<file path="src/rtl/linproj_tile_sequencer_if.sv">
// Address-issue channel between the tile sequencer and the matmul datapath.
interface linproj_tile_sequencer_if #(
  parameter int unsigned AddrWidthA = 3,
  parameter int unsigned AddrWidthB = 5,
  parameter int unsigned RowWidth   = 1,
  parameter int unsigned ColWidth   = 1
);
  logic                  addr_valid;
  logic                  addr_ready;
  logic [AddrWidthA-1:0] addr_a;
  logic [AddrWidthB-1:0] addr_b;
  logic                  first_k;
  logic                  last_k;
  logic [RowWidth-1:0]   tile_row;
  logic [ColWidth-1:0]   tile_col;
  logic                  acc_done;
  logic                  tile_done;

  modport master (
    output addr_valid, addr_a, addr_b, first_k, last_k, tile_row, tile_col, tile_done,
    input  addr_ready, acc_done
  );

  modport slave (
    input  addr_valid, addr_a, addr_b, first_k, last_k, tile_row, tile_col, tile_done,
    output addr_ready, acc_done
  );
endinterface

</file>
<file path="src/rtl/linproj_tile_sequencer.sv">
// Tile scheduler for the Q/K/V projection: walks output tiles and inner blocks, issuing paired
// A/B read addresses with weight-key offset, selectable tile order and accumulate-done pacing.
module linproj_tile_sequencer #(
  parameter int unsigned A_OUTER_DIMENSION    = 16,
  parameter int unsigned B_OUTER_DIMENSION    = 16,
  parameter int unsigned INNER_DIMENSION      = 6,
  parameter int unsigned BLOCK_SIZE           = 2,
  parameter int unsigned NUM_CORES_A          = 2,
  parameter int unsigned NUM_CORES_B          = 1,
  parameter int unsigned TOTAL_MODULES        = 4,
  parameter int unsigned TOTAL_INPUT_W        = 2,
  parameter int unsigned TOTAL_WEIGHT_PER_KEY = 4,
  localparam int unsigned KeyW = (TOTAL_WEIGHT_PER_KEY > 1) ? $clog2(TOTAL_WEIGHT_PER_KEY) : 1
) (
  input  logic            clk,
  input  logic            rst,
  input  logic            start_i,
  input  logic [KeyW-1:0] key_sel_i,
  input  logic            col_major_i,
  output logic            busy_o,
  output logic            cfg_err_o,
  output logic            done_o,
  linproj_tile_sequencer_if.master seq_if
);

  localparam int unsigned IB   = INNER_DIMENSION / BLOCK_SIZE;
  localparam int unsigned Rows = A_OUTER_DIMENSION / (BLOCK_SIZE * NUM_CORES_A * TOTAL_INPUT_W);
  localparam int unsigned Cols = B_OUTER_DIMENSION / (BLOCK_SIZE * NUM_CORES_B * TOTAL_MODULES);
  localparam int unsigned KeyStride  = Cols * IB;
  localparam int unsigned AddrWidthA = (Rows * IB > 1) ? $clog2(Rows * IB) : 1;
  localparam int unsigned AddrWidthB =
      (TOTAL_WEIGHT_PER_KEY * KeyStride > 1) ? $clog2(TOTAL_WEIGHT_PER_KEY * KeyStride) : 1;
  localparam int unsigned RowWidth = (Rows > 1) ? $clog2(Rows) : 1;
  localparam int unsigned ColWidth = (Cols > 1) ? $clog2(Cols) : 1;
  localparam int unsigned KWidth   = (IB > 1) ? $clog2(IB) : 1;

  typedef enum logic [1:0] {StIdle, StRun, StWaitAcc, StDone} state_e;

  state_e                state_q, state_d;
  logic [RowWidth-1:0]   r_q, r_d;
  logic [ColWidth-1:0]   c_q, c_d;
  logic [KWidth-1:0]     k_q, k_d;
  logic [AddrWidthA-1:0] row_base_q, row_base_d, addr_a_q, addr_a_d;
  logic [AddrWidthB-1:0] key_base_q, key_base_d, col_base_q, col_base_d, addr_b_q, addr_b_d;
  logic                  valid_q, valid_d, first_k_q, first_k_d, last_k_q, last_k_d;
  logic                  tile_done_q, tile_done_d, done_q, done_d, cfg_err_q, cfg_err_d;
  logic                  busy_q, busy_d, col_major_q, col_major_d;

  logic                  key_ok, last_row, last_col;
  logic [AddrWidthB-1:0] start_base;

  assign key_ok   = {1'b0, key_sel_i} < (KeyW + 1)'(TOTAL_WEIGHT_PER_KEY);
  assign last_row = r_q == RowWidth'(Rows - 1);
  assign last_col = c_q == ColWidth'(Cols - 1);
  // Only multiply in the design; evaluated once when a run is accepted.
  assign start_base = AddrWidthB'(key_sel_i) * AddrWidthB'(KeyStride);

  always_comb begin
    state_d     = state_q;
    r_d         = r_q;
    c_d         = c_q;
    k_d         = k_q;
    row_base_d  = row_base_q;
    key_base_d  = key_base_q;
    col_base_d  = col_base_q;
    addr_a_d    = addr_a_q;
    addr_b_d    = addr_b_q;
    valid_d     = valid_q;
    first_k_d   = first_k_q;
    last_k_d    = last_k_q;
    busy_d      = busy_q;
    col_major_d = col_major_q;
    tile_done_d = 1'b0;
    done_d      = 1'b0;
    cfg_err_d   = 1'b0;

    unique case (state_q)
      StIdle: begin
        busy_d = 1'b0;
        if (start_i) begin
          if (key_ok) begin
            state_d     = StRun;
            busy_d      = 1'b1;
            valid_d     = 1'b1;
            col_major_d = col_major_i;
            r_d         = '0;
            c_d         = '0;
            k_d         = '0;
            row_base_d  = '0;
            key_base_d  = start_base;
            col_base_d  = start_base;
            addr_a_d    = '0;
            addr_b_d    = start_base;
            first_k_d   = 1'b1;
            last_k_d    = (IB == 1);
          end else begin
            cfg_err_d = 1'b1;
          end
        end
      end

      StRun: begin
        if (valid_q && seq_if.addr_ready) begin
          if (last_k_q) begin
            state_d = StWaitAcc;
            valid_d = 1'b0;
          end else begin
            k_d       = k_q + KWidth'(1);
            addr_a_d  = addr_a_q + AddrWidthA'(1);
            addr_b_d  = addr_b_q + AddrWidthB'(1);
            first_k_d = 1'b0;
            last_k_d  = (k_q + KWidth'(1)) == KWidth'(IB - 1);
          end
        end
      end

      StWaitAcc: begin
        if (seq_if.acc_done) begin
          tile_done_d = 1'b1;
          if (last_row && last_col) begin
            state_d = StDone;
          end else begin
            // Bases step by IB so the loop path needs only adders.
            if (!col_major_q) begin
              if (last_col) begin
                c_d        = '0;
                col_base_d = key_base_q;
                r_d        = r_q + RowWidth'(1);
                row_base_d = row_base_q + AddrWidthA'(IB);
              end else begin
                c_d        = c_q + ColWidth'(1);
                col_base_d = col_base_q + AddrWidthB'(IB);
              end
            end else begin
              if (last_row) begin
                r_d        = '0;
                row_base_d = '0;
                c_d        = c_q + ColWidth'(1);
                col_base_d = col_base_q + AddrWidthB'(IB);
              end else begin
                r_d        = r_q + RowWidth'(1);
                row_base_d = row_base_q + AddrWidthA'(IB);
              end
            end
            state_d   = StRun;
            valid_d   = 1'b1;
            k_d       = '0;
            addr_a_d  = row_base_d;
            addr_b_d  = col_base_d;
            first_k_d = 1'b1;
            last_k_d  = (IB == 1);
          end
        end
      end

      StDone: begin
        done_d  = 1'b1;
        state_d = StIdle;
      end

      default: state_d = StIdle;
    endcase
  end

  always_ff @(posedge clk or posedge rst) begin
    if (rst) begin
      state_q     <= StIdle;
      r_q         <= '0;
      c_q         <= '0;
      k_q         <= '0;
      row_base_q  <= '0;
      key_base_q  <= '0;
      col_base_q  <= '0;
      addr_a_q    <= '0;
      addr_b_q    <= '0;
      valid_q     <= 1'b0;
      first_k_q   <= 1'b0;
      last_k_q    <= 1'b0;
      tile_done_q <= 1'b0;
      done_q      <= 1'b0;
      cfg_err_q   <= 1'b0;
      busy_q      <= 1'b0;
      col_major_q <= 1'b0;
    end else begin
      state_q     <= state_d;
      r_q         <= r_d;
      c_q         <= c_d;
      k_q         <= k_d;
      row_base_q  <= row_base_d;
      key_base_q  <= key_base_d;
      col_base_q  <= col_base_d;
      addr_a_q    <= addr_a_d;
      addr_b_q    <= addr_b_d;
      valid_q     <= valid_d;
      first_k_q   <= first_k_d;
      last_k_q    <= last_k_d;
      tile_done_q <= tile_done_d;
      done_q      <= done_d;
      cfg_err_q   <= cfg_err_d;
      busy_q      <= busy_d;
      col_major_q <= col_major_d;
    end
  end

  assign busy_o           = busy_q;
  assign cfg_err_o        = cfg_err_q;
  assign done_o           = done_q;
  assign seq_if.addr_valid = valid_q;
  assign seq_if.addr_a     = addr_a_q;
  assign seq_if.addr_b     = addr_b_q;
  assign seq_if.first_k    = first_k_q;
  assign seq_if.last_k     = last_k_q;
  assign seq_if.tile_row   = r_q;
  assign seq_if.tile_col   = c_q;
  assign seq_if.tile_done  = tile_done_q;

endmodule
</file>
<file path="src/flat_wrapper.sv">
// flat-port wrapper written by rule: the top's interface ports become plain ports
module linproj_tile_sequencer_flat 
#(
  parameter int unsigned A_OUTER_DIMENSION    = 16,
  parameter int unsigned B_OUTER_DIMENSION    = 16,
  parameter int unsigned INNER_DIMENSION      = 6,
  parameter int unsigned BLOCK_SIZE           = 2,
  parameter int unsigned NUM_CORES_A          = 2,
  parameter int unsigned NUM_CORES_B          = 1,
  parameter int unsigned TOTAL_MODULES        = 4,
  parameter int unsigned TOTAL_INPUT_W        = 2,
  parameter int unsigned TOTAL_WEIGHT_PER_KEY = 4,
  localparam int unsigned KeyW = (TOTAL_WEIGHT_PER_KEY > 1) ? $clog2(TOTAL_WEIGHT_PER_KEY) : 1
)
  (clk, rst, start_i, key_sel_i, col_major_i, busy_o, cfg_err_o, done_o, seq_if_addr_valid, seq_if_addr_a, seq_if_addr_b, seq_if_first_k, seq_if_last_k, seq_if_tile_row, seq_if_tile_col, seq_if_tile_done, seq_if_addr_ready, seq_if_acc_done);
  linproj_tile_sequencer_if seq_if_i ();
  input  logic clk;
  input  logic rst;
  input  logic start_i;
  input  logic [KeyW-1:0] key_sel_i;
  input  logic col_major_i;
  output logic busy_o;
  output logic cfg_err_o;
  output logic done_o;
  output wire logic [$bits(seq_if_i.addr_valid)-1:0] seq_if_addr_valid;
  output wire logic [$bits(seq_if_i.addr_a)-1:0] seq_if_addr_a;
  output wire logic [$bits(seq_if_i.addr_b)-1:0] seq_if_addr_b;
  output wire logic [$bits(seq_if_i.first_k)-1:0] seq_if_first_k;
  output wire logic [$bits(seq_if_i.last_k)-1:0] seq_if_last_k;
  output wire logic [$bits(seq_if_i.tile_row)-1:0] seq_if_tile_row;
  output wire logic [$bits(seq_if_i.tile_col)-1:0] seq_if_tile_col;
  output wire logic [$bits(seq_if_i.tile_done)-1:0] seq_if_tile_done;
  input wire logic [$bits(seq_if_i.addr_ready)-1:0] seq_if_addr_ready;
  input wire logic [$bits(seq_if_i.acc_done)-1:0] seq_if_acc_done;
  assign seq_if_addr_valid = seq_if_i.addr_valid;
  assign seq_if_addr_a = seq_if_i.addr_a;
  assign seq_if_addr_b = seq_if_i.addr_b;
  assign seq_if_first_k = seq_if_i.first_k;
  assign seq_if_last_k = seq_if_i.last_k;
  assign seq_if_tile_row = seq_if_i.tile_row;
  assign seq_if_tile_col = seq_if_i.tile_col;
  assign seq_if_tile_done = seq_if_i.tile_done;
  assign seq_if_i.addr_ready = seq_if_addr_ready;
  assign seq_if_i.acc_done = seq_if_acc_done;
  linproj_tile_sequencer #(.A_OUTER_DIMENSION(A_OUTER_DIMENSION), .B_OUTER_DIMENSION(B_OUTER_DIMENSION), .INNER_DIMENSION(INNER_DIMENSION), .BLOCK_SIZE(BLOCK_SIZE), .NUM_CORES_A(NUM_CORES_A), .NUM_CORES_B(NUM_CORES_B), .TOTAL_MODULES(TOTAL_MODULES), .TOTAL_INPUT_W(TOTAL_INPUT_W), .TOTAL_WEIGHT_PER_KEY(TOTAL_WEIGHT_PER_KEY)) u_core (.clk(clk), .rst(rst), .start_i(start_i), .key_sel_i(key_sel_i), .col_major_i(col_major_i), .busy_o(busy_o), .cfg_err_o(cfg_err_o), .done_o(done_o), .seq_if(seq_if_i));
endmodule
</file>
<file path="config.mk">
export PLATFORM = sky130hd
export DESIGN_NAME = linproj_tile_sequencer_flat
export DESIGN_NICKNAME = d
export VERILOG_FILES = /design/src/rtl/linproj_tile_sequencer_if.sv /design/src/rtl/linproj_tile_sequencer.sv /design/src/flat_wrapper.sv
export SDC_FILE = /design/constraint.sdc
export NUM_CORES = 1
export LEC_CHECK = 0
export CORE_MARGIN = 5
export CORE_UTILIZATION = 26
export CTS_BUF_LIST = sky130_fd_sc_hd__clkbuf_4
export CTS_CLUSTER_SIZE = 8
export DETAILED_ROUTE_END_ITERATION = 10
export PLACE_DENSITY_LB_ADDON = 0.1
export SETUP_SLACK_MARGIN = 0.05
export SYNTH_ARGS = -nofsm -noshare
export SYNTH_HDL_FRONTEND = slang
export SYNTH_SLANG_ARGS = --single-unit
</file>
<file path="constraint.sdc">
create_clock -name clk -period 3.3 [get_ports clk]
set_input_delay 0.33 -clock clk [delete_from_list [all_inputs] [get_ports clk]]
set_output_delay 0.33 -clock clk [all_outputs]
set_load 0.01 [all_outputs]
</file>
==> results.txt <==
- Result of the run: finished clean
* Number of global-route vias before repair: 1,563
- The placed instances occupy a cell area of 2240 um2.
- Critical Setup Path Class: reg -> reg
- The worst path in the final design needs a cycle of 2300 ps, including I/O delays and setup.
* Net switching power: 1.09 mW
- Internal power consumption: 1.38 mW
* Largest family of logic cells by synthesized area: compound AO/OA/AOI/OAI gates
* DR vias: 1,543
- VDD sags by at most 303 uV.
- Final Hold Slack: 369 ps
* Antenna violations before repair: 0
* Netlist area before placement: 1940 um2
- In this run, synthesis produced a sequential element count of 33.
- The number of different library cells used by synthesis comes to 52.
- Startpoint kind of the worst setup timing path: flip-flop
* Max-slew headroom: 0.560
* TritonCTS clock tree: built
- Mux contribution to synthesized area: 0.0284
- Worst Setup SP: u_core.state_q[0]
- Row generation in the floorplan step produced 31 rows.
- Routability-driven placement finished with a final weighted congestion of 0.737.
- For the worst setup path, the data required time is 3510 ps.
- The count of final max-slew check failures was 0.
* Post-Place Cells: 322
* Net Sw Frac: 0.442
- Of the total synthesized cell area, the portion taken by XOR and XNOR cells is 0.0226.
* Share of the clock period used by the worst path after layout: 0.697
- Fraction of final layout cells sized beyond drive strength 1: 0.0909
- After the flow finishes, the layout carries non-filler instances totaling 330.
* R2R cell count: 7
* DR WL/cell: 14.4 um
* Number of top-level design ports: 25
- Iteration count of the initial detailed-routing pass: 4
- Of the total power, the clock network draws 0.125.
* CP endpoint kind: flip-flop
* Largest net degree at the start of global routing: 34
- Counting the buffers created by CTS gives 5.
* Detailed Place HPWL: 3590 um
- Worst Tran Pin Value: 658 ps
- The initial utilization of the core area, before any placement, comes to 0.268.
- Crit Reg-Reg Startpoint: u_core.state_q[0]
- The cell count after synthesis came out at 208.
* Combinational Power Share: 0.565
- For this run, the total global-route usage over all layers was measured as 0.113.
- Fraction of registers with async set or reset after synthesis: 1.00
- Width of the chip: 96.4 um
- Yosys printed 0 warnings.
- Setup violations remaining at the end of the flow were counted as 0.
* Sum of met2 wire segment lengths after detailed routing: 2100 um
* Synth Area in Compound Gates: 0.231
- In this run, post-CTS hold repair placed 0 buffers.
- Following the worst setup path forward leads to its endpoint at u_core.seq_if.addr_b[2].
- Number of hold violations in the final report: 0
* Sequential element share of the synthesized area: 0.426
- The clock arrives with 16.5 ps of skew.
- Number of synthesized flops with an enable pin: 0
* Fraction of the mapped netlist area in simple logic gates: 0.150
- Clock tree synthesis found a total of 33 sinks.
- The share of total power dissipated in sequential elements is 0.310.
* Detailed-route vias per instance: 4.68
* Uppermost signal routing layer after detailed routing: met4
* CP Max Fanout: 11
- The routed design has 4740 um of wire.
- After synthesis, the mean cell area works out to 9.33 um2.
* Area delta synth->final: 19.7%
- Leftover overflow at the end of global routing: 0
- Maximum number of buffers from clock root to sink: 2
- First-pass GRT wire length: 8000 um
* Remaining routing DRC violations: 0
- Counting every net in the synthesized netlist gives 227.
- Nets: 249
* Reg2Reg Capture Point: u_core.seq_if.addr_b[2]
* Die Y: 96.4 um
* Detail Route Antenna Nets: 0
- After clock tree synthesis, the clock-pin slew on the worst setup and hold paths is 120 ps.
- The detailed router finished its first iteration with 62 violations.
- Total Neg Setup Slack: 0 ps
- After routing the design area is 2320 um2.
- Antenna fix cells: 0
* Input/output buffers: 23
- Clock tree synthesis selected as its root buffer the cell clkbuf_4.
* Clock latency reported for the late side of the worst-skew pair: 340 ps
- Flop2flop setup slack: 1000 ps
- In this run, post-CTS repair resized a total of 0 instances.
- Unrepaired setup endpoints after global routing: false
* Adder and majority cell fraction of the synthesized area: 0.0709
- For this design the static power due to leakage is 0.984 nW.
- The tightest min-delay check is of the in -> async type.
- Main flop type after synthesis: dfrtp_1
* Count of H-tree levels built during CTS: 2
- Across the run, the number of max-cap violations was 0.
* Data arrival time of the critical path: 2510 ps
- In this run the post-CTS setup repair buffer count came out at 0.
* Pwr/cell area: 1060 nW/um2
- Amount of wire on met3 after detailed routing: 177 um
* Met1 routed wirelength after detailed routing: 2360 um
- Die Outline Area: 9290 um2
- After floorplanning, the core was sized to cover 7250 um2.
- Upper clock frequency limit: 435 MHz
[state kept, by name (all words and copies together), names as in the netlist]
name                      count
u_core.state_q                2
u_core.seq_if.last_k          1
u_core.key_base_q             4
u_core.seq_if.addr_a          3
u_core.k_q                    2
u_core.seq_if.tile_row        1
u_core.seq_if.tile_col        1
u_core.done_o                 1
u_core.col_base_q             5
u_core.row_base_q             3
u_core.col_major_q            1
u_core.busy_o                 1
u_core.seq_if.tile_done       1
u_core.seq_if.addr_b          5
u_core.seq_if.first_k         1
u_core.seq_if.addr_valid      1
[how the worst min path moves through the flow]
stage	startpoint	end	slack, ps	cells past startpoint
floorplan	u_core.key_base_q[2]	u_core.key_base_q[2]	440	2
global placement	u_core.seq_if.first_k	u_core.seq_if.first_k	480	1
detailed placement	u_core.key_base_q[2]	u_core.key_base_q[2]	480	2
CTS	rst	u_core.col_base_q[4]	380	3
global route	rst	u_core.state_q[1]	430	3
finish	rst	u_core.state_q[1]	370	3
[worst max-delay path, cell delays in order, from the launching register on]
cell	delay [ps]
dfrtp_1	420
inv_1	80
ha_1	340
inv_2	170
o22ai_2	170
or4b_4	580
a2111oi_4	320
a311oi_1	80
[per-stage QoR]
stage               setup WS [ps]  power (mW)  utilization
floorplan                    1110        1.77            -
global placement             1050        2.20        0.309
detailed placement            999        2.18        0.309
global route                  780        2.72        0.320
finish                        999        2.47        0.320
CTS                           983        2.50        0.320
[cells in the mapped netlist, types with 2 or more instances]
library cell  count  area (um2)
xor2_1            3        26.3
dfrtp_1          33         826
nand2_1          22        82.6
mux2_2            3        33.8
inv_1            17        63.8
clkbuf_1          3        11.3
o22ai_1           5        31.3
o21ai_1           9        45.0
nor2_1           13        48.8
nand3_1           4        20.0
xnor2_1           2        17.5
nand2b_1          4        25.0
a21oi_1          16        80.1
a21o_1            3        22.5
o31a_1            2        17.5
nor2b_1           2        12.5
ha_1             11         138
buf_2             2        10.0
buf_6             3        33.8
o21ai_0          14        70.1
a31oi_1           6        37.5
[power groups by stage]
| stage | registers (mW) | clock network (mW) | logic, mW |
|---|---|---|---|
| CTS | 0.766 | 0.323 | 1.42 |
| global route | 0.800 | 0.335 | 1.58 |
| detailed placement | 0.776 | 0 | 1.40 |
| finish | 0.765 | 0.310 | 1.39 |
| floorplan | 0.740 | 0 | 1.03 |
| global placement | 0.781 | 0 | 1.42 |
[final cells by class]
cell class / count / area, um2
Sequential cell: 33 / 826
Multi-Input combinational cell: 147 / 981
Tap cell: 99 / 124
Timing Repair Buffer: 25 / 245
Fill cell: 791 / 4930
Clock buffer: 6 / 45.0
Clock inverter: 2 / 33.8
Inverter: 18 / 67.6
[cells by family (layout without fill, tap and decap cells)]
family,Yosys count,in the layout
buffers and inverters,28,51
muxes,5,5
and+or+nand+nor,57,57
adders and majority gates,11,11
AOI/OAI and AO/OA,68,68
xor gates and xnor gates,5,5
DFF,33,33
other,1,1
[cell usage in the layout, fill, tap and decap left out, types with 4 or more instances in the layout]
| master | synthesis | final |
|---|---|---|
| dfrtp_1 | 33 | 33 |
| clkdlybuf4s50_1 | 0 | 23 |
| nand2_1 | 22 | 22 |
| inv_1 | 17 | 17 |
| a21oi_1 | 16 | 16 |
| o21ai_0 | 14 | 14 |
| nor2_1 | 13 | 13 |
| ha_1 | 11 | 11 |
| o21ai_1 | 9 | 9 |
| a31oi_1 | 6 | 6 |
| clkbuf_4 | 0 | 6 |
| o22ai_1 | 5 | 5 |
| nand2b_1 | 4 | 4 |
| nand3_1 | 4 | 4 |
[routing by layer]
| metal | GRT usage | vias to the layer above |
|---|---|---|
| met5 | 0 | - |
| met3 | 0.0240 | 10 |
| met4 | 0.0397 | 0 |
| met2 | 0.172 | 26 |
| met1 | 0.158 | 727 |
| li1 | - | 780 |
Note: power is estimated with default switching activity, not from simulation.
